### config.mk
export PLATFORM = sky130hd
export DESIGN_NAME = serial_divider_flat
export DESIGN_NICKNAME = d
export VERILOG_FILES = /design/src/rtl/serial_divider_pkg.sv /design/src/rtl/serial_divider_if.sv /design/src/rtl/serial_divider_sub_borrow.sv /design/src/rtl/serial_divider.sv /design/src/flat_wrapper.sv
export SDC_FILE = /design/constraint.sdc
export NUM_CORES = 1
export LEC_CHECK = 0
export ABC_AREA = 1
export CAP_MARGIN = 15
export CORE_MARGIN = 2
export CORE_UTILIZATION = 47
export CTS_CLUSTER_DIAMETER = 100
export DETAILED_ROUTE_END_ITERATION = 7
export PLACE_DENSITY = 0.78
export SLEW_MARGIN = 20
export SYNTH_ARGS = -nofsm -noshare
export SYNTH_HDL_FRONTEND = slang
export SYNTH_HIERARCHICAL = 1
export SYNTH_SLANG_ARGS = --single-unit
export TNS_END_PERCENT = 5
### constraint.sdc
create_clock -name clk -period 2.98 [get_ports clk]
set_clock_uncertainty 0.15 [all_clocks]
set_input_delay 0.894 -clock clk [delete_from_list [all_inputs] [get_ports clk]]
set_output_delay 0.894 -clock clk [all_outputs]
set_load 0.02 [all_outputs]
### src/rtl/serial_divider_pkg.sv
// Shared ALU package: divider state encoding, default width and counter sizing.
package serial_divider_pkg;

  localparam int DEFAULT_WIDTH = 5;

  typedef enum logic [1:0] {
    S_IDLE = 2'd0,
    S_RUN  = 2'd1,
    S_DONE = 2'd2
  } div_state_t;

  // Bits needed to count 0..w iterations.
  function automatic int cnt_width(input int w);
    return $clog2(w + 1);
  endfunction

endpackage

### src/rtl/serial_divider_if.sv
// Start/busy/done handshake and operand/result bus of the serial divider.
interface serial_divider_if #(
  parameter int WIDTH = serial_divider_pkg::DEFAULT_WIDTH
) ();
  logic             start;
  logic [WIDTH-1:0] dividend;
  logic [WIDTH-1:0] divisor;
  logic             busy;
  logic             done;
  logic [WIDTH-1:0] quotient;
  logic [WIDTH-1:0] remainder;
  logic             div_by_zero;

  modport master (
    output start, dividend, divisor,
    input  busy, done, quotient, remainder, div_by_zero
  );

  modport slave (
    input  start, dividend, divisor,
    output busy, done, quotient, remainder, div_by_zero
  );
endinterface

### src/rtl/serial_divider_sub_borrow.sv
// N-bit ripple-borrow subtractor, diff = a - b with borrow-in tied to 0.
module sub_borrow #(
  parameter int N = 6
) (
  input  logic [N-1:0] a,
  input  logic [N-1:0] b,
  output logic [N-1:0] diff,
  output logic         borrow_out
);

  logic [N:0] w_bw;

  assign w_bw[0] = 1'b0;

  for (genvar i = 0; i < N; i++) begin : g_bit
    assign diff[i]   = a[i] ^ b[i] ^ w_bw[i];
    assign w_bw[i+1] = (~a[i] & b[i]) | (~(a[i] ^ b[i]) & w_bw[i]);
  end

  assign borrow_out = w_bw[N];

endmodule

### src/rtl/serial_divider.sv
// Sequential unsigned restoring divider: one quotient bit per clock through a
// shared (WIDTH+1)-bit subtractor, start/busy/done handshake.
module serial_divider
  import serial_divider_pkg::*;
#(
  parameter int WIDTH = DEFAULT_WIDTH
) (
  input  logic           clk,
  input  logic           rst_n,
  serial_divider_if.slave bus
);

  localparam int             CW   = cnt_width(WIDTH);
  localparam logic [CW-1:0]  LAST = CW'(WIDTH - 1);

  div_state_t       r_state, w_nstate;
  logic [CW-1:0]    r_cnt;
  logic [WIDTH-1:0] r_r, r_q, r_d;
  logic [WIDTH-1:0] r_quot, r_rem;
  logic             r_dbz;

  logic [WIDTH:0]   w_t, w_diff;
  logic             w_borrow;
  logic [WIDTH-1:0] w_rnext, w_qnext;
  logic             w_unused_bits;

  assign w_t = {r_r, r_q[WIDTH-1]};

  sub_borrow #(.N(WIDTH + 1)) u_sub (
    .a          (w_t),
    .b          ({1'b0, r_d}),
    .diff       (w_diff),
    .borrow_out (w_borrow)
  );

  // R < D keeps T < 2D, so a non-borrowing difference never needs the top bit.
  assign w_rnext       = w_borrow ? w_t[WIDTH-1:0] : w_diff[WIDTH-1:0];
  assign w_qnext       = {r_q[WIDTH-2:0], ~w_borrow};
  assign w_unused_bits = ^{w_diff[WIDTH], w_t[WIDTH]};

  always_ff @(posedge clk or negedge rst_n) begin
    if (!rst_n) r_state <= S_IDLE;
    else        r_state <= w_nstate;
  end

  always_comb begin
    w_nstate = r_state;
    case (r_state)
      S_IDLE:  if (bus.start) w_nstate = (bus.divisor == '0) ? S_DONE : S_RUN;
      S_RUN:   if (r_cnt == LAST) w_nstate = S_DONE;
      S_DONE:  w_nstate = S_IDLE;
      default: w_nstate = S_IDLE;
    endcase
  end

  always_ff @(posedge clk or negedge rst_n) begin
    if (!rst_n) begin
      r_cnt  <= '0;
      r_r    <= '0;
      r_q    <= '0;
      r_d    <= '0;
      r_quot <= '0;
      r_rem  <= '0;
      r_dbz  <= 1'b0;
    end else begin
      case (r_state)
        S_IDLE: if (bus.start) begin
          r_d   <= bus.divisor;
          r_r   <= '0;
          r_q   <= bus.dividend;
          r_cnt <= '0;
          r_dbz <= (bus.divisor == '0);
          if (bus.divisor == '0) begin
            r_quot <= '1;
            r_rem  <= bus.dividend;
          end
        end
        S_RUN: begin
          r_r   <= w_rnext;
          r_q   <= w_qnext;
          r_cnt <= r_cnt + CW'(1);
          // Results are published only on the last iteration so they hold through RUN.
          if (r_cnt == LAST) begin
            r_quot <= w_qnext;
            r_rem  <= w_rnext;
          end
        end
        default: ;
      endcase
    end
  end

  assign bus.busy        = (r_state != S_IDLE);
  assign bus.done        = (r_state == S_DONE);
  assign bus.quotient    = r_quot;
  assign bus.remainder   = r_rem;
  assign bus.div_by_zero = r_dbz;

endmodule

### src/flat_wrapper.sv
// flat-port wrapper written by rule: the top's interface ports become plain ports
module serial_divider_flat import serial_divider_pkg::*;
#(
  parameter int WIDTH = DEFAULT_WIDTH
)
  (clk, rst_n, bus_start, bus_dividend, bus_divisor, bus_busy, bus_done, bus_quotient, bus_remainder, bus_div_by_zero);
  serial_divider_if #(.WIDTH(WIDTH)) bus_i ();
  input  logic clk;
  input  logic rst_n;
  input wire logic [$bits(bus_i.start)-1:0] bus_start;
  input wire logic [$bits(bus_i.dividend)-1:0] bus_dividend;
  input wire logic [$bits(bus_i.divisor)-1:0] bus_divisor;
  output wire logic [$bits(bus_i.busy)-1:0] bus_busy;
  output wire logic [$bits(bus_i.done)-1:0] bus_done;
  output wire logic [$bits(bus_i.quotient)-1:0] bus_quotient;
  output wire logic [$bits(bus_i.remainder)-1:0] bus_remainder;
  output wire logic [$bits(bus_i.div_by_zero)-1:0] bus_div_by_zero;
  assign bus_i.start = bus_start;
  assign bus_i.dividend = bus_dividend;
  assign bus_i.divisor = bus_divisor;
  assign bus_busy = bus_i.busy;
  assign bus_done = bus_i.done;
  assign bus_quotient = bus_i.quotient;
  assign bus_remainder = bus_i.remainder;
  assign bus_div_by_zero = bus_i.div_by_zero;
  serial_divider #(.WIDTH(WIDTH)) u_core (.clk(clk), .rst_n(rst_n), .bus(bus_i));
endmodule
==> Word level (Yosys, flattened, before mapping) <==
Cells that the tools add are included.
{ "word_totals": {"mem_bits_rw": 0, "romBits": 0, "word_cells": 76, "output_inout_bits": 13, "latchBits": 0, "mem_count": 0, "register_bits": 31} }
{ "op_classes": {"shifts": 0, "n_eq_ne": 6, "div": 0, "multipliers": 0, "muxes": 19, "bitwise_logic": 34, "addsub": 1, "order_cmp": 0, "reduce_logical": 8} }
{ "op_table": {"columns": ["cell", "count"], "rows": [
  ["5-bit two-way mux", 9],
  ["5-bit one-hot mux with 2 select lines", 4],
  ["1-bit NOT", 11],
  ["1-bit bitwise AND", 10],
  ["1-bit XOR", 9],
  ["2-bit two-way mux", 3],
  ["3-bit one-hot mux with 2 select lines", 1],
  ["2-bit AND reduction", 3],
  ["5-bit zero test", 1],
  ["2-bit by 1-bit != test with 1-bit output, second input constant", 2],
  ["1-bit bitwise OR", 4],
  ["2-bit one-hot mux with 2 select lines", 1],
  ["4-bit AND reduction", 1],
  ["2-bit nonzero test", 2],
  ["3-bit by 1-bit adder with 3-bit output, second input constant", 1],
  ["3-bit equality test, second input constant", 1],
  ["3-bit two-way mux", 1],
  ["2-bit by 1-bit equality test with 1-bit output, second input constant", 1],
  ["2-bit equality test, second input constant", 1],
  ["2-bit zero test", 1],
  ["2-bit != test, second input constant", 1]
]} }

==> Longest topological paths before layout <==
Gate-level depths: netlist of the first run.
{ "logic_depth": {"ltp_word": 14, "mapped_depth": 19, "depth_no_buf": 18} }

==> Modules after synthesis <==
The synthesis of the first run kept the hierarchy.
{ "by_module_without_submodules": {"columns": ["mod", "instances", "cells_per_inst", "area_per_inst_um2"], "rows": [
  ["serial_divider", 1, 184, 1470.2],
  ["sub_borrow", 1, 20, 165.2]
]} }

==> Worst setup path before layout of the first run <==
Ideal clock, no wire load.
{ "synth_timing": {"path_type": "register -> register", "start": "reg u_core.r_q[4]", "end": "reg u_core.r_rem[1] (netlist: u_core/bus.remainder[1])", "path_stages_with_launch": 20, "slack_ns": 0.057, "arrival_time_ns": 2.708, "period_less_slack_ns": 2.923, "t_required_ns": 2.765, "n_path_buf": 1, "path_cell_list": "dfrtp_1 inv_1 ha_1 inv_1 fa_1 inv_1 fa_1 fa_1 fa_1 inv_1 fa_1 inv_1 clkbuf_2 inv_1 nand2_1 nand2_1 nand2_1 nand2_1 nand3_1 nand2_1"} }
{ "synth_via": {"elab_chain_cells": 14} }
{ "synth_lines": {"columns": ["element", "line", "source"], "rows": [
  ["from (decl)", "serial_divider.sv:18", "logic [WIDTH-1:0] r_r, r_q, r_d;"],
  ["from (signal assigned)", "serial_divider.sv:70", "r_q <= bus.dividend;"],
  ["from (signal assigned)", "serial_divider.sv:80", "r_q <= w_qnext;"],
  ["1-bit NOT", "serial_divider_sub_borrow.sv:17", "assign w_bw[i+1] = (~a[i] & b[i]) | (~(a[i] ^ b[i]) & w_bw[i]);"],
  ["1-bit bitwise AND (2 in a row)", "serial_divider_sub_borrow.sv:17", null],
  ["1-bit bitwise OR", "serial_divider_sub_borrow.sv:17", null],
  ["1-bit bitwise AND", "serial_divider_sub_borrow.sv:17", null],
  ["1-bit bitwise OR", "serial_divider_sub_borrow.sv:17", null],
  ["1-bit bitwise AND", "serial_divider_sub_borrow.sv:17", null],
  ["1-bit bitwise OR", "serial_divider_sub_borrow.sv:17", null],
  ["1-bit bitwise AND", "serial_divider_sub_borrow.sv:17", null],
  ["1-bit bitwise OR", "serial_divider_sub_borrow.sv:17", null],
  ["1-bit bitwise AND", "serial_divider_sub_borrow.sv:17", null],
  ["net u_core.w_borrow", "serial_divider.sv:23", "logic w_borrow;"],
  ["5-bit two-way mux", "serial_divider.sv:37", "assign w_rnext = w_borrow ? w_t[WIDTH-1:0] : w_diff[WIDTH-1:0];"],
  ["5-bit two-way mux", "serial_divider.sv:83", "if (r_cnt == LAST) begin"],
  ["5-bit one-hot mux with 2 select lines", "serial_divider.sv:66", "case (r_state)"],
  ["to (signal assigned)", "serial_divider.sv:75", "r_rem <= bus.dividend;"],
  ["to (signal assigned)", "serial_divider.sv:85", "r_rem <= w_rnext;"],
  ["to (decl)", "serial_divider.sv:19", "logic [WIDTH-1:0] r_quot, r_rem;"]
]} }
The timed path passes the listed nets, and every way through them passes these cells. The select of a mux whose other input is x is not followed.
A chain may end at the register's enable or synchronous reset.

==> Worst setup path in the final report of the first run <==
{ "layout_timing": {"start": "reg u_core.r_q[4]", "end": "reg u_core.r_rem[3] (netlist: u_core/bus.remainder[3])"} }
The elaborated chain is that of the path after synthesis.

==> tab_implementation.tex, run 1 <==
\begin{tabular}{lr}
\hline
Metric & Value \\
\hline
\multicolumn{2}{l}{\textbf{Run status}} \\
\quad Result of the run & finished, final reports clean \\
\multicolumn{2}{l}{\textbf{Detailed routing}} \\
\quad Final routed wirelength across all metal layers & 3060 µm \\
\quad Final routed wire length divided by cell count & 10.9 µm \\
\quad Detailed-routing iteration count for the pre-antenna-repair pass & 4 \\
\quad DRC viols & 0 \\
\quad Drt initial violations & 58 \\
\quad Vias & 1,305 \\
\quad Detail Route Antenna Nets & 0 \\
\quad Via density & 4.64 \\
\multicolumn{2}{l}{\textbf{Timing}} \\
\quad Minimum clock period & 2870 ps \\
\quad Count of endpoints failing setup in the final report & 0 \\
\quad Max Clk Rate & 0.349 GHz \\
\quad Post-route setup TNS & 0 ps \\
\quad Worst path setup slack after routing & 113 ps \\
\quad Number of slew-limit violations in the final report & 0 \\
\quad Setup repair after global routing missed its margin & true \\
\quad Final clock period utilization by the worst path & 96.2\% \\
\quad Tightest hold margin & 326 ps \\
\quad Final hold violation count & 0 \\
\multicolumn{2}{l}{\textbf{Pwr}} \\
\quad Sequential share of power & 31.0\% \\
\quad Worst IR Drop VDD & 0.408 mV \\
\quad Overall power consumption & 2.32 mW \\
\quad Switching Power & 1.05 mW \\
\quad Power Internal & 1.27 mW \\
\quad Logic gate share of total power & 57.2\% \\
\quad Cell area power density & 1150 nW/µm² \\
\quad Leak Pwr & 1.07 nW \\
\quad Switching part of the total power & 45.2\% \\
\quad Part of the total power dissipated in the clock network & 11.8\% \\
\multicolumn{2}{l}{\textbf{GRT}} \\
\quad Grt total ovfl & 0 \\
\quad Pin count of the biggest net entering global routing & 32 \\
\quad First-pass GRT wire length & 5600 µm \\
\quad Global routing's busiest layer & met2 \\
\quad GR Layer Usage met3 & 3.96\% \\
\quad Fraction of met2 tracks used by global routing & 29.9\% \\
\quad Total global routing track utilization & 18.2\% \\
\quad Met1 routing resource usage after global routing & 22.6\% \\
\quad Initial antenna violation count & 0 \\
\quad Number of global-route vias before repair & 1,284 \\
\multicolumn{2}{l}{\textbf{Finish}} \\
\quad Area growth from synthesis to layout & 23.4\% \\
\quad Layout Cell Area excl Fill & 2020 µm² \\
\quad Antenna fix cells & 0 \\
\quad Layout cell share with drive strength beyond 1 & 14.9\% \\
\quad Final instance count without filler cells & 281 \\
\quad Post-Route Utilization & 60.5\% \\
\quad Nets & 255 \\
\multicolumn{2}{l}{\textbf{Setup path}} \\
\quad Type of element launching the critical path & flip-flop \\
\quad Critical Path Sink Type & flip-flop \\
\quad Sum of buffers and inverters on the critical path & 6 \\
\quad Origin of the critical flop-to-flop path & u\_core/r\_q[4] \\
\quad Endpoint of the worst-slack reg-to-reg timing path & u\_core/bus.remainder[3] \\
\quad Worst Reg2Reg Path Length in Cells & 18 \\
\quad Endpoint required time on the critical path & 3100 ps \\
\quad Data arrival time at the worst-slack endpoint & 2990 ps \\
\quad Cell chain of the critical path & inv\_1, ha\_1, inv\_1, fa\_1, inv\_1, fa\_2, fa\_2, fa\_2, inv\_2, fa\_2, inv\_4, inv\_4, nand2\_1, nand2\_2, nand2\_2, nand2\_2, nand3\_1, nand2\_1 \\
\quad Reg2Reg Setup Slack & 110 ps \\
\quad Largest stage delay, worst path & 350 ps \\
\quad Setup CP Type & flip-flop to flip-flop \\
\quad Most common cell on crit path & sky130\_fd\_sc\_hd\_\_fa\_2 \\
\quad Top delay family on crit path & adder cells \\
\quad Library cell contributing the largest single delay on the critical path & sky130\_fd\_sc\_hd\_\_dfrtp\_1 \\
\quad CP Max Fanout & 7 \\
\multicolumn{2}{l}{\textbf{Synth}} \\
\quad Yosys synthesis warning count & 6 \\
\quad Mapped Avg Cell Area & 8.02 µm² \\
\quad Post-synthesis cell area & 1640 µm² \\
\quad Number of distinct standard cells referenced by the synthesized netlist & 19 \\
\quad Number of cells produced by synthesis & 204 \\
\quad Number of flip-flops and latches in the synthesized netlist & 31 \\
\quad Seq/Total Area, Yosys & 47.4\% \\
\quad Number of nets in the synthesized netlist & 225 \\
\multicolumn{2}{l}{\textbf{Placement}} \\
\quad Cell area after placement & 1920 µm² \\
\quad Detailed-placement wirelength estimate & 2270 µm \\
\quad Placement Setup Slack & -87.3 ps \\
\quad Placed instance count & 273 \\
\quad Final GP Congestion & 0.832 \\
\quad PortBufs & 25 \\
\multicolumn{2}{l}{\textbf{Worst hold path}} \\
\quad Min-Delay Path Depth & 2 \\
\quad Hold Crit Class & flip-flop to flip-flop \\
\quad Sink of the worst hold path & u\_core/bus.quotient[3] \\
\quad Source of the worst hold timing path & u\_core/bus.quotient[3] \\
\multicolumn{2}{l}{\textbf{Die}} \\
\quad Site Rows & 21 \\
\quad Die Width & 63.0 µm \\
\quad Area inside the core boundary & 3340 µm² \\
\quad Die area & 3970 µm² \\
\quad Boundary Pins & 26 \\
\quad Initial Util & 49.0\% \\
\quad Die height & 63.0 µm \\
\multicolumn{2}{l}{\textbf{Clock network}} \\
\quad CTS root buffer & sky130\_fd\_sc\_hd\_\_clkbuf\_4 \\
\quad CTS tree & built \\
\quad Clock latency on the worst-skew pair & 330 ps \\
\quad H-Tree Level Count & 2 \\
\quad CTS clock-pin slew for the worst setup and hold paths & 90 ps \\
\quad Clock Sink Count & 31 \\
\quad Inserted Clock Buffers & 5 \\
\quad Maximum root-to-sink buffer count & 2 \\
\quad Total of hold buffers inserted after clock tree synthesis & 0 \\
\multicolumn{2}{l}{\textbf{Run}} \\
\quad \# Max-Cap Violations & 0 \\
\hline
\end{tabular}
repair_timing:
item,4_1_cts,5_1_grt
pin swaps,0,2
endpoints found under the setup margin,8,12
resized for setup,4,11
buffers inserted,0,0
tightest hold or removal path, stage by stage, from the launching register on:
cell and delay (ps):
sky130_fd_sc_hd__dfrtp_1 350, sky130_fd_sc_hd__nand2_1 50, sky130_fd_sc_hd__nand2_1 50
cells in the final DEF (no fill, tap or decap), types with 2 or more instances in the layout:
master / n
sky130_fd_sc_hd__clkbuf_4: 5
sky130_fd_sc_hd__buf_4: 6
sky130_fd_sc_hd__nand2_2: 7
sky130_fd_sc_hd__fa_2: 4
sky130_fd_sc_hd__nor2_1: 3
sky130_fd_sc_hd__nand3_1: 10
sky130_fd_sc_hd__nand3_2: 2
sky130_fd_sc_hd__dfrtp_1: 31
sky130_fd_sc_hd__inv_1: 21
sky130_fd_sc_hd__inv_4: 2
sky130_fd_sc_hd__clkdlybuf4s50_1: 25
sky130_fd_sc_hd__o21ai_1: 8
sky130_fd_sc_hd__clkbuf_8: 2
sky130_fd_sc_hd__nand2_1: 88
sky130_fd_sc_hd__ha_1: 3
sky130_fd_sc_hd__o21ai_0: 7
sky130_fd_sc_hd__inv_2: 5
Yosys cell counts:
cell type / count / area [µm²]
sky130_fd_sc_hd__buf_6: 5 / 56.3
sky130_fd_sc_hd__xnor2_1: 1 / 8.76
sky130_fd_sc_hd__nand2_1: 93 / 349
sky130_fd_sc_hd__nor2_1: 3 / 11.3
sky130_fd_sc_hd__nand3_2: 1 / 10.0
sky130_fd_sc_hd__nand2_2: 2 / 12.5
sky130_fd_sc_hd__dfrtp_1: 31 / 776
sky130_fd_sc_hd__o21ai_1: 8 / 40.0
sky130_fd_sc_hd__clkbuf_2: 1 / 5.00
sky130_fd_sc_hd__ha_1: 3 / 37.5
sky130_fd_sc_hd__buf_2: 2 / 10.0
sky130_fd_sc_hd__o21ai_0: 7 / 35.0
sky130_fd_sc_hd__inv_2: 4 / 15.0
sky130_fd_sc_hd__nand2_4: 1 / 11.3
sky130_fd_sc_hd__nand3_1: 11 / 55.1
sky130_fd_sc_hd__inv_1: 24 / 90.1
sky130_fd_sc_hd__o21ai_2: 1 / 8.76
sky130_fd_sc_hd__conb_1: 1 / 3.75
sky130_fd_sc_hd__fa_1: 5 / 100
final cells by class:
cell class | count | area, µm²
sequential | 31 | 776
tap | 46 | 57.6
inverter | 28 | 110
fill | 316 | 1320
clock buffer | 8 | 68.8
timing repair buffer | 31 | 295
multi-input combinational | 137 | 711
cells by family after synthesis:
family          share of synthesized area, %
compound gates                          5.13
xor+xnor                               0.536
flops                                   47.4
fa+ha+maj                               8.42
simple gates                            27.5
other cells                            0.229
buf+inv                                 10.8
sequential cells by signal (all words and copies together), names as in the netlist:
signal / flops
u_core/bus.quotient: 5
u_core/r_q: 5
u_core/bus.remainder: 5
u_core/r_state: 2
u_core/r_d: 5
u_core/r_r: 5
u_core/r_cnt: 3
u_core/bus.div_by_zero: 1
worst max-delay path by stage:
| stage | start | end | depth (start not counted) |
|---|---|---|---|
| 3_3_place_gp | u_core/r_q[4] | u_core/bus.remainder[2] | 18 |
| 4_1_cts | u_core/r_q[4] | u_core/bus.remainder[2] | 18 |
| 6_report | u_core/r_q[4] | u_core/bus.remainder[3] | 18 |
| 5_1_grt | u_core/r_q[4] | u_core/bus.remainder[2] | 18 |
| 3_5_place_dp | u_core/r_q[4] | u_core/bus.remainder[2] | 18 |
| 2_1_floorplan | u_core/r_q[4] | u_core/bus.remainder[1] | 19 |
power groups by stage:
stage / registers (mW) / clock network [mW] / logic [mW]
after floorplan: 0.788 / 0 / 0.865
after global placement: 0.723 / 0 / 1.24
after detailed placement: 0.728 / 0 / 1.26
after CTS: 0.721 / 0.283 / 1.28
after global routing: 0.743 / 0.309 / 1.52
final: 0.721 / 0.274 / 1.33
layer usage:
layer / wire length [µm] / vias to the layer above
met5: 0 / -
met4: 46 / 0
met3: 89 / 4
met2: 1480 / 22
met1: 1440 / 607
li1: - / 672
Power figures use the tool's default switching activity.
==> run 2, diff against run 1 <==
--- a/config.mk
+++ b/config.mk
@@ -6,7 +6,7 @@
 export NUM_CORES = 1
 export LEC_CHECK = 0
 export ABC_AREA = 1
-export CAP_MARGIN = 15
+export CAP_MARGIN = 20
 export CORE_MARGIN = 2
 export CORE_UTILIZATION = 47
 export CTS_CLUSTER_DIAMETER = 100
==> results of run 2 <==
Final layout, timing and power as in run 1 (identical DEF).
==> run 3, diff against run 2 <==
--- a/config.mk
+++ b/config.mk
@@ -7,10 +7,11 @@
 export LEC_CHECK = 0
 export ABC_AREA = 1
 export CAP_MARGIN = 20
-export CORE_MARGIN = 2
 export CORE_UTILIZATION = 47
 export CTS_CLUSTER_DIAMETER = 100
 export DETAILED_ROUTE_END_ITERATION = 7
+export GPL_TIMING_DRIVEN = 0
+export HOLD_SLACK_MARGIN = 0.15
 export PLACE_DENSITY = 0.78
 export SLEW_MARGIN = 20
 export SYNTH_ARGS = -nofsm -noshare
==> tab_implementation.tex, run 3 (synthesized netlist as in run 1, its figures left out) <==
\begin{tabular}{lr}
\hline
Metric & Value \\
\hline
\multicolumn{2}{l}{\textbf{Pwr}} \\
\quad Cell area power density & 1180 nW/µm² \\
\quad Worst IR Drop VDD & 0.480 mV \\
\quad Leak Pwr & 1.09 nW \\
\multicolumn{2}{l}{\textbf{Setup path}} \\
\quad Library cell contributing the largest single delay on the critical path & sky130\_fd\_sc\_hd\_\_dfrtp\_1 \\
\quad Most common cell on crit path & sky130\_fd\_sc\_hd\_\_nand2\_1 \\
\quad Endpoint required time on the critical path & 3110 ps \\
\quad Top delay family on crit path & adder cells \\
\quad Reg2Reg Setup Slack & 90 ps \\
\quad Critical Path Sink Type & flip-flop \\
\quad Setup CP Type & flip-flop to flip-flop \\
\quad Cell depth of the worst setup path & 18 \\
\quad Sum of buffers and inverters on the critical path & 6 \\
\quad Type of element launching the critical path & flip-flop \\
\quad Data arrival time at the worst-slack endpoint & 3020 ps \\
\quad Cell chain of the critical path & inv\_1, ha\_1, inv\_1, fa\_1, inv\_1, fa\_2, fa\_2, fa\_2, inv\_2, fa\_2, inv\_4, inv\_4, nand2\_1, nand2\_1, nand2\_1, nand2\_1, nand3\_1, nand2\_1 \\
\quad Endpoint of the worst-slack reg-to-reg timing path & u\_core/bus.remainder[1] \\
\quad Worst Reg2Reg Path Length in Cells & 18 \\
\quad CP Max Fanout & 8 \\
\quad Origin of the critical flop-to-flop path & u\_core/r\_q[4] \\
\quad Largest stage delay, worst path & 370 ps \\
\multicolumn{2}{l}{\textbf{Finish}} \\
\quad Antenna fix cells & 0 \\
\quad Most common library cell in the layout ignoring fill and taps & sky130\_fd\_sc\_hd\_\_nand2\_1 \\
\quad Layout cell share with drive strength beyond 1 & 15.2\% \\
\quad Nets & 257 \\
\quad Final instance count without filler cells & 283 \\
\quad Highest-count cells in the layout ignoring fill and taps & sky130\_fd\_sc\_hd\_\_nand2\_1 (90), sky130\_fd\_sc\_hd\_\_dfrtp\_1 (31), sky130\_fd\_sc\_hd\_\_clkdlybuf4s50\_1 (24), sky130\_fd\_sc\_hd\_\_inv\_1 (21), sky130\_fd\_sc\_hd\_\_nand3\_1 (11) \\
\quad Area growth from synthesis to layout & 25.3\% \\
\multicolumn{2}{l}{\textbf{Clock network}} \\
\quad Clock Sink Count & 31 \\
\quad Inserted Clock Buffers & 5 \\
\quad CTS root buffer & sky130\_fd\_sc\_hd\_\_clkbuf\_4 \\
\quad Maximum root-to-sink buffer count & 2 \\
\quad H-Tree Level Count & 2 \\
\quad CTS tree & built \\
\quad CTS clock-pin slew for the worst setup and hold paths & 100 ps \\
\quad Clock latency on the worst-skew pair & 340 ps \\
\multicolumn{2}{l}{\textbf{Timing}} \\
\quad Slew HR & 55.9\% \\
\quad Number of slew-limit violations in the final report & 0 \\
\quad Setup repair after global routing missed its margin & true \\
\quad Minimum clock period & 2890 ps \\
\quad Worst path setup slack after routing & 90.3 ps \\
\quad Max Clk Rate & 0.346 GHz \\
\quad Count of endpoints failing setup in the final report & 0 \\
\quad Final hold violation count & 0 \\
\quad Actual slew at the worst max-slew pin & 661 ps \\
\quad Final clock period utilization by the worst path & 97.0\% \\
\multicolumn{2}{l}{\textbf{Worst hold path}} \\
\quad Sink of the worst hold path & u\_core/bus.remainder[0] \\
\quad Min-Delay Path Depth & 2 \\
\quad Hold Crit Class & flip-flop to flip-flop \\
\quad Source of the worst hold timing path & u\_core/bus.remainder[0] \\
\multicolumn{2}{l}{\textbf{Die}} \\
\quad Boundary Pins & 26 \\
\quad Die area & 3720 µm² \\
\quad Area inside the core boundary & 3340 µm² \\
\quad Die Width & 61.0 µm \\
\quad Initial Util & 49.0\% \\
\quad Site Rows & 21 \\
\quad Die height & 61.0 µm \\
\multicolumn{2}{l}{\textbf{Detailed routing}} \\
\quad Via density & 4.46 \\
\quad Final routed wirelength across all metal layers & 2940 µm \\
\quad Drt initial violations & 36 \\
\quad Detail Route Antenna Nets & 0 \\
\quad Vias & 1,261 \\
\quad DRC viols & 0 \\
\quad Detailed-routing iteration count for the pre-antenna-repair pass & 6 \\
\quad Final routed wire length divided by cell count & 10.4 µm \\
\multicolumn{2}{l}{\textbf{Run status}} \\
\quad Result of the run & finished, final reports clean \\
\multicolumn{2}{l}{\textbf{GRT}} \\
\quad Pin count of the biggest net entering global routing & 32 \\
\quad Total global routing track utilization & 19.2\% \\
\quad Grt total ovfl & 0 \\
\quad Initial antenna violation count & 0 \\
\quad First-pass GRT wire length & 5040 µm \\
\quad Number of global-route vias before repair & 1,144 \\
\multicolumn{2}{l}{\textbf{Placement}} \\
\quad Detailed-placement wirelength estimate & 2250 µm \\
\quad Placed instance count & 275 \\
\quad PortBufs & 25 \\
\quad Final GP Congestion & 0.756 \\
\quad Placement Setup Slack & -259 ps \\
\multicolumn{2}{l}{\textbf{Run}} \\
\quad \# Max-Cap Violations & 0 \\
\hline
\end{tabular}
==> run 3: cell types whose count changed in the layout (fill, tap and decap cells not counted), sizes merged <==
cell / delta
clkbuf: -2
buf: +3
clkinv: +1
clkdlybuf4s50: -1
bufinv: +1
==> run 3: metrics by stage <==
| stage | cell area [µm²] | hold WS [ps] | total power, mW | TNS, ps | utilization (%) |
|---|---|---|---|---|---|
| floorplan | 1640 | 299 | 1.65 | 0 | - |
| global placement | 1940 | 307 | 1.99 | -891 | 58.2 |
| detailed placement | 1940 | 315 | 2.04 | -1940 | 58.1 |
| CTS | 2030 | 335 | 2.41 | 0 | 60.9 |
| global route | 2050 | 361 | 2.68 | -487 | 61.4 |
| finish | 2050 | 333 | 2.42 | 0 | 61.4 |
==> run 3: final cells by class <==
type	count	area [µm²]
fill	323	1290
sequential	31	776
multi-input combinational	137	701
timing repair buffer	26	253
inverter	28	110
buffer	7	66.3
tap	46	57.6
clock buffer	6	51.3
clock inverter	2	35.0
==> run 3: worst max-delay path by stage <==
stage	from	end	slack, ps
detailed placement	u_core/r_q[4]	u_core/bus.remainder[2]	-260
CTS	u_core/r_q[4]	u_core/bus.remainder[1]	3
floorplan	u_core/r_q[4]	u_core/bus.remainder[1]	60
global route	u_core/r_q[4]	u_core/bus.remainder[2]	-110
finish	u_core/r_q[4]	u_core/bus.remainder[1]	90
global placement	u_core/r_q[4]	u_core/bus.remainder[3]	-160
==> run 3: what timing repair did <==
item / 4_1_cts / 5_1_grt
hold endpoints to repair: 0 / 0
pin swaps: 0 / 1
hold buffers: 0 / 0
setup endpoints to repair: 11 / 11
gates resized for setup: 4 / 8
setup buffers: 1 / 0
==> run 3: where the power goes <==
part | total (mW) | internal, mW | switching [mW]
sequential | 0.721 | 0.611 | 0.109
combinational | 1.35 | 0.554 | 0.798
clock | 0.345 | 0.198 | 0.147
==> run 3: metal layers <==
layer | GRT usage [%] | up-vias | share of wire (%)
met2 | 31.4 | 19 | 48
met5 | 0 | - | 0
met3 | 6.40 | 3 | 3.3
li1 | - | 673 | -
met4 | 5.84 | 0 | 0.99
met1 | 24.2 | 566 | 48
==> run 3: worst register-to-register path, cell delays in order (launching register included) <==
cell and delay, ps:
sky130_fd_sc_hd__dfrtp_1 370, sky130_fd_sc_hd__inv_1 50, sky130_fd_sc_hd__ha_1 180, sky130_fd_sc_hd__inv_1 60
sky130_fd_sc_hd__fa_1 160, sky130_fd_sc_hd__inv_1 50, sky130_fd_sc_hd__fa_2 340, sky130_fd_sc_hd__fa_2 340
sky130_fd_sc_hd__fa_2 340, sky130_fd_sc_hd__inv_2 70, sky130_fd_sc_hd__fa_2 220, sky130_fd_sc_hd__inv_4 70
sky130_fd_sc_hd__inv_4 70, sky130_fd_sc_hd__nand2_1 40, sky130_fd_sc_hd__nand2_1 50, sky130_fd_sc_hd__nand2_1 70
sky130_fd_sc_hd__nand2_1 60, sky130_fd_sc_hd__nand3_1 60, sky130_fd_sc_hd__nand2_1 70
==> edit 1, RTL diff (config.mk and constraints of run 1) <==
`DEFAULT_WIDTH`: 5 -> 10.
--- a/src/rtl/serial_divider_pkg.sv
+++ b/src/rtl/serial_divider_pkg.sv
@@ -3,3 +3,3 @@
 
-  localparam int DEFAULT_WIDTH = 5;
+  localparam int DEFAULT_WIDTH = 10;
 
Interface: changed (resized bus_dividend, bus_divisor, bus_quotient and bus_remainder); port bits go from 26 to 46. The function was not compared with the original's and may differ.
==> edit 1 against run 1 <==
  * The run now ends with negative setup slack left
  * Setup slack lost 1900 ps
  * Die area rose by 74%
  * Final cell count increased by 70%
  * Cell area increased by 88%
  * Area after synthesis rose by 80%
  * Global-route usage increased by 2.8 points
  * Count of clock-buffer cells in the layout rose by 4
  * Power rose by 92%
  * Utilization grew 3.0 points
  * Routed wire length rose by 120%
  * Sequential cell count up 26
  * Critical path depth increased by 4
  * Critical endpoint is now u_core/bus.remainder[6]$_DFFE_PN0P_
==> edit 1: results (changes against run 1) <==
proportion of cell area occupied by registers -> 37.5% (-0.91 points)
vias after detailed routing -> 2,423 (+86%)
share of the synthesized area in the top cell type -> 48.4% (+0.97 points)
cell types with the highest counts after synthesis -> nand2_1 (107), dfrtp_1 (57), inv_1 (46)
adder-cell area share of the yosys netlist -> 8.07% (-0.35 points)
HPWL reported at the end of detailed placement -> 4720 um (+110%)
footprint of the multi-input gates -> 1260 sq um (+78%)
mux cell area share after synthesis -> 3.82% (+3.8 points)
total sequential power -> 0.00136 W (+89%)
peak supply drop -> 0.540 mV (+33%)
PortBufs -> 45 (+80%)
Register-to-Register Path Depth -> 22 (+4)
buffer count excluding the clock tree in the final layout -> 63 (+100%)
fraction of layout instances using a drive strength above 1 -> 17.4% (+2.5 points)
filler cell count -> 512 (+62%)
final weighted congestion in routability-driven placement -> 0.837 (+0.69%)
destination of the worst hold path -> u_core/bus.quotient[4]$_DFFE_PN0P_
post-route setup slack -> -1790 ps (-1900 ps)
switching part of the total -> 41.6% (-3.6 points)
global-route wire length before repair -> 11,400 um (+100%)
Finish-stage setup viols -> 22 (+22)
CP Data Arrival Time -> 4850 ps (+1860 ps)
Signal inverters -> 48 (+71%)
Post-Route WL -> 6680 um (+120%)
CP max FO -> 21 (+14)
violations in the final reports -> negative setup slack
crit path capture -> u_core/bus.remainder[6]$_DFFE_PN0P_
count of routing violations after the opening detailed-route iteration -> 157 (+170%)
sequential share of the synthesized area -> 48.4% (+0.97 points)
CTS clock-pin slew for the worst setup and hold paths -> 70 ps (-20 ps)
outcome -> finished, violations left
## edit 1: timing repair
item	CTS	global route
hold buffers	0	0
resized for setup	7	4
setup buffers	1	0
endpoints found under the hold margin	0	0
setup endpoints to repair	22	22
pin swaps	4	1
## edit 1: routing by layer
metal / wire length (um) / vias up / global-route usage (%)
met3: 378 / 17 / 4.37
met5: 0 / - / 0
met1: 2770 / 1164 / 25.5
met2: 3350 / 73 / 35.0
li1: - / 1169 / -
met4: 185 / 0 / 11.2
## edit 1: per-stage QoR
| stage | hold slack (ps) | setup slack [ps] | instances | util, % |
|---|---|---|---|---|
| final | 322 | -1790 | 477 | 63.5 |
| after CTS | 325 | -1800 | 477 | 63.2 |
| after global placement | 303 | -1720 | 460 | 58.9 |
| after global routing | 351 | -2000 | 477 | 63.5 |
| after detailed placement | 308 | -1850 | 460 | 58.9 |
| after floorplan | 296 | -1600 | 340 | - |
==> edit 2, RTL diff (config.mk and constraints of run 1) <==
Made on the original files. Re-encode `div_state_t` (3 states) as one-hot, 3 bits wide.
--- a/src/rtl/serial_divider_pkg.sv
+++ b/src/rtl/serial_divider_pkg.sv
@@ -5,6 +5,6 @@
 
-  typedef enum logic [1:0] {
-    S_IDLE = 2'd0,
-    S_RUN  = 2'd1,
-    S_DONE = 2'd2
+  typedef enum logic [2:0] {
+    S_IDLE = 3'b001,
+    S_RUN  = 3'b010,
+    S_DONE = 3'b100
   } div_state_t;
Check against the original RTL: no difference found for any inputs over 10 cycles, from zero or initial values and one cycle with rst_n low; not proved beyond that.
==> edit 2 against run 1 <==
  * Routed wire length grew 11%
  * Cell area grew 6.0%
  * Synthesized cell count grew 2.5%
  * The run now ends with negative setup slack left
  * Power grew 1.1%
  * Sequential cell count grew 1
  * Worst hold slack gained 3.2 ps
  * Clock power grew 37%
  * Setup slack lost 120 ps
  * Area after synthesis grew 3.5%
==> edit 2: results (changes against run 1) <==
destination of the worst hold path -> u_core/bus.quotient[2]$_DFFE_PN0P_
Finish-stage setup viols -> 1 (+1)
CP Data Arrival Time -> 3070 ps (+80 ps)
buffer count excluding the clock tree in the final layout -> 32 (+3.2%)
sequential share of the synthesized area -> 47.4% (-0.061 points)
filler cell count -> 280 (-11%)
fraction of layout instances using a drive strength above 1 -> 16.3% (+1.4 points)
Compound-Gate Fraction of Synth Area -> 6.65% (+1.5 points)
combinational power share -> 52.4% (-4.8 points)
start point of the worst min-delay path -> u_core/bus.quotient[2]$_DFFE_PN0P_
Clock Network Area Fraction -> 4.45% (+1.0 points)
r2r endpoint -> u_core/bus.remainder[0]$_DFFE_PN0P_
Netlist cell types -> 22 (+3)
CTS clock-pin slew for the worst setup and hold paths -> 110 ps (+20 ps)
post-route setup slack -> -2.59 ps (-116 ps)
global-route wire length before repair -> 6100 um (+8.9%)
CP max FO -> 3 (-4)
peak supply drop -> 0.472 mV (+16%)
multi-input gates -> 135 (-1.5%)
HPWL reported at the end of detailed placement -> 2440 um (+7.2%)
Post-Synth XOR/XNOR Area -> 0% (-0.54 points)
count of routing violations after the opening detailed-route iteration -> 50 (-14%)
setup total negative slack -> -2.59 ps (-2.59 ps)
register cell area after layout -> 802 sq um (+3.4%)
Int Pwr -> 0.00134 W (+5.5%)
Resized cells post-CTS -> 7 (+3)
synthesized net count -> 230 (+2.2%)
violations in the final reports -> negative setup slack
most area-consuming cells after synthesis -> dfrtp_1 (46%), nand2_1 (18%), inv_1 (7.1%)
vias per cell -> 4.88 (+5.0%)
clock tree sinks -> 32 (+3.2%)
outcome -> finished, violations left
overall global routing resource usage -> 19.3% (+1.0 points)
## edit 2: cell types whose count changed after synthesis, sizes merged, moves of 2 or more
cell / change
nand2: -15
nand3: -2
inv: +9
o21ai: +4
nand4: +8
buf: -2
## edit 2: metrics by stage
stage | worst slack (ps) | std cells | hold WS (ps) | total power, W | instance area, sq um
floorplan | 70.2 | 209 | 299 | 0.00152 | 1690
global placement | -24.9 | 279 | 306 | 0.00187 | 2000
detailed placement | -120 | 279 | 308 | 0.00189 | 2000
CTS | -16.8 | 289 | 333 | 0.00232 | 2120
global route | -179 | 291 | 358 | 0.00256 | 2140
finish | -2.59 | 291 | 330 | 0.00235 | 2140
## edit 2: routing by layer
layer,GRT usage [%],vias up,routed length (um)
li1,-,718,-
met1,26.0,661,1590
met2,30.2,33,1610
met3,3.17,7,140
met4,9.24,0,50
met5,0,-,0
## edit 2: critical path, delay by kind of cell (launching register included)
kind          cells  cell delay, ps
fa+ha+maj         6            1590
buf+inv           6             400
simple gates      6             390
flops             1             360
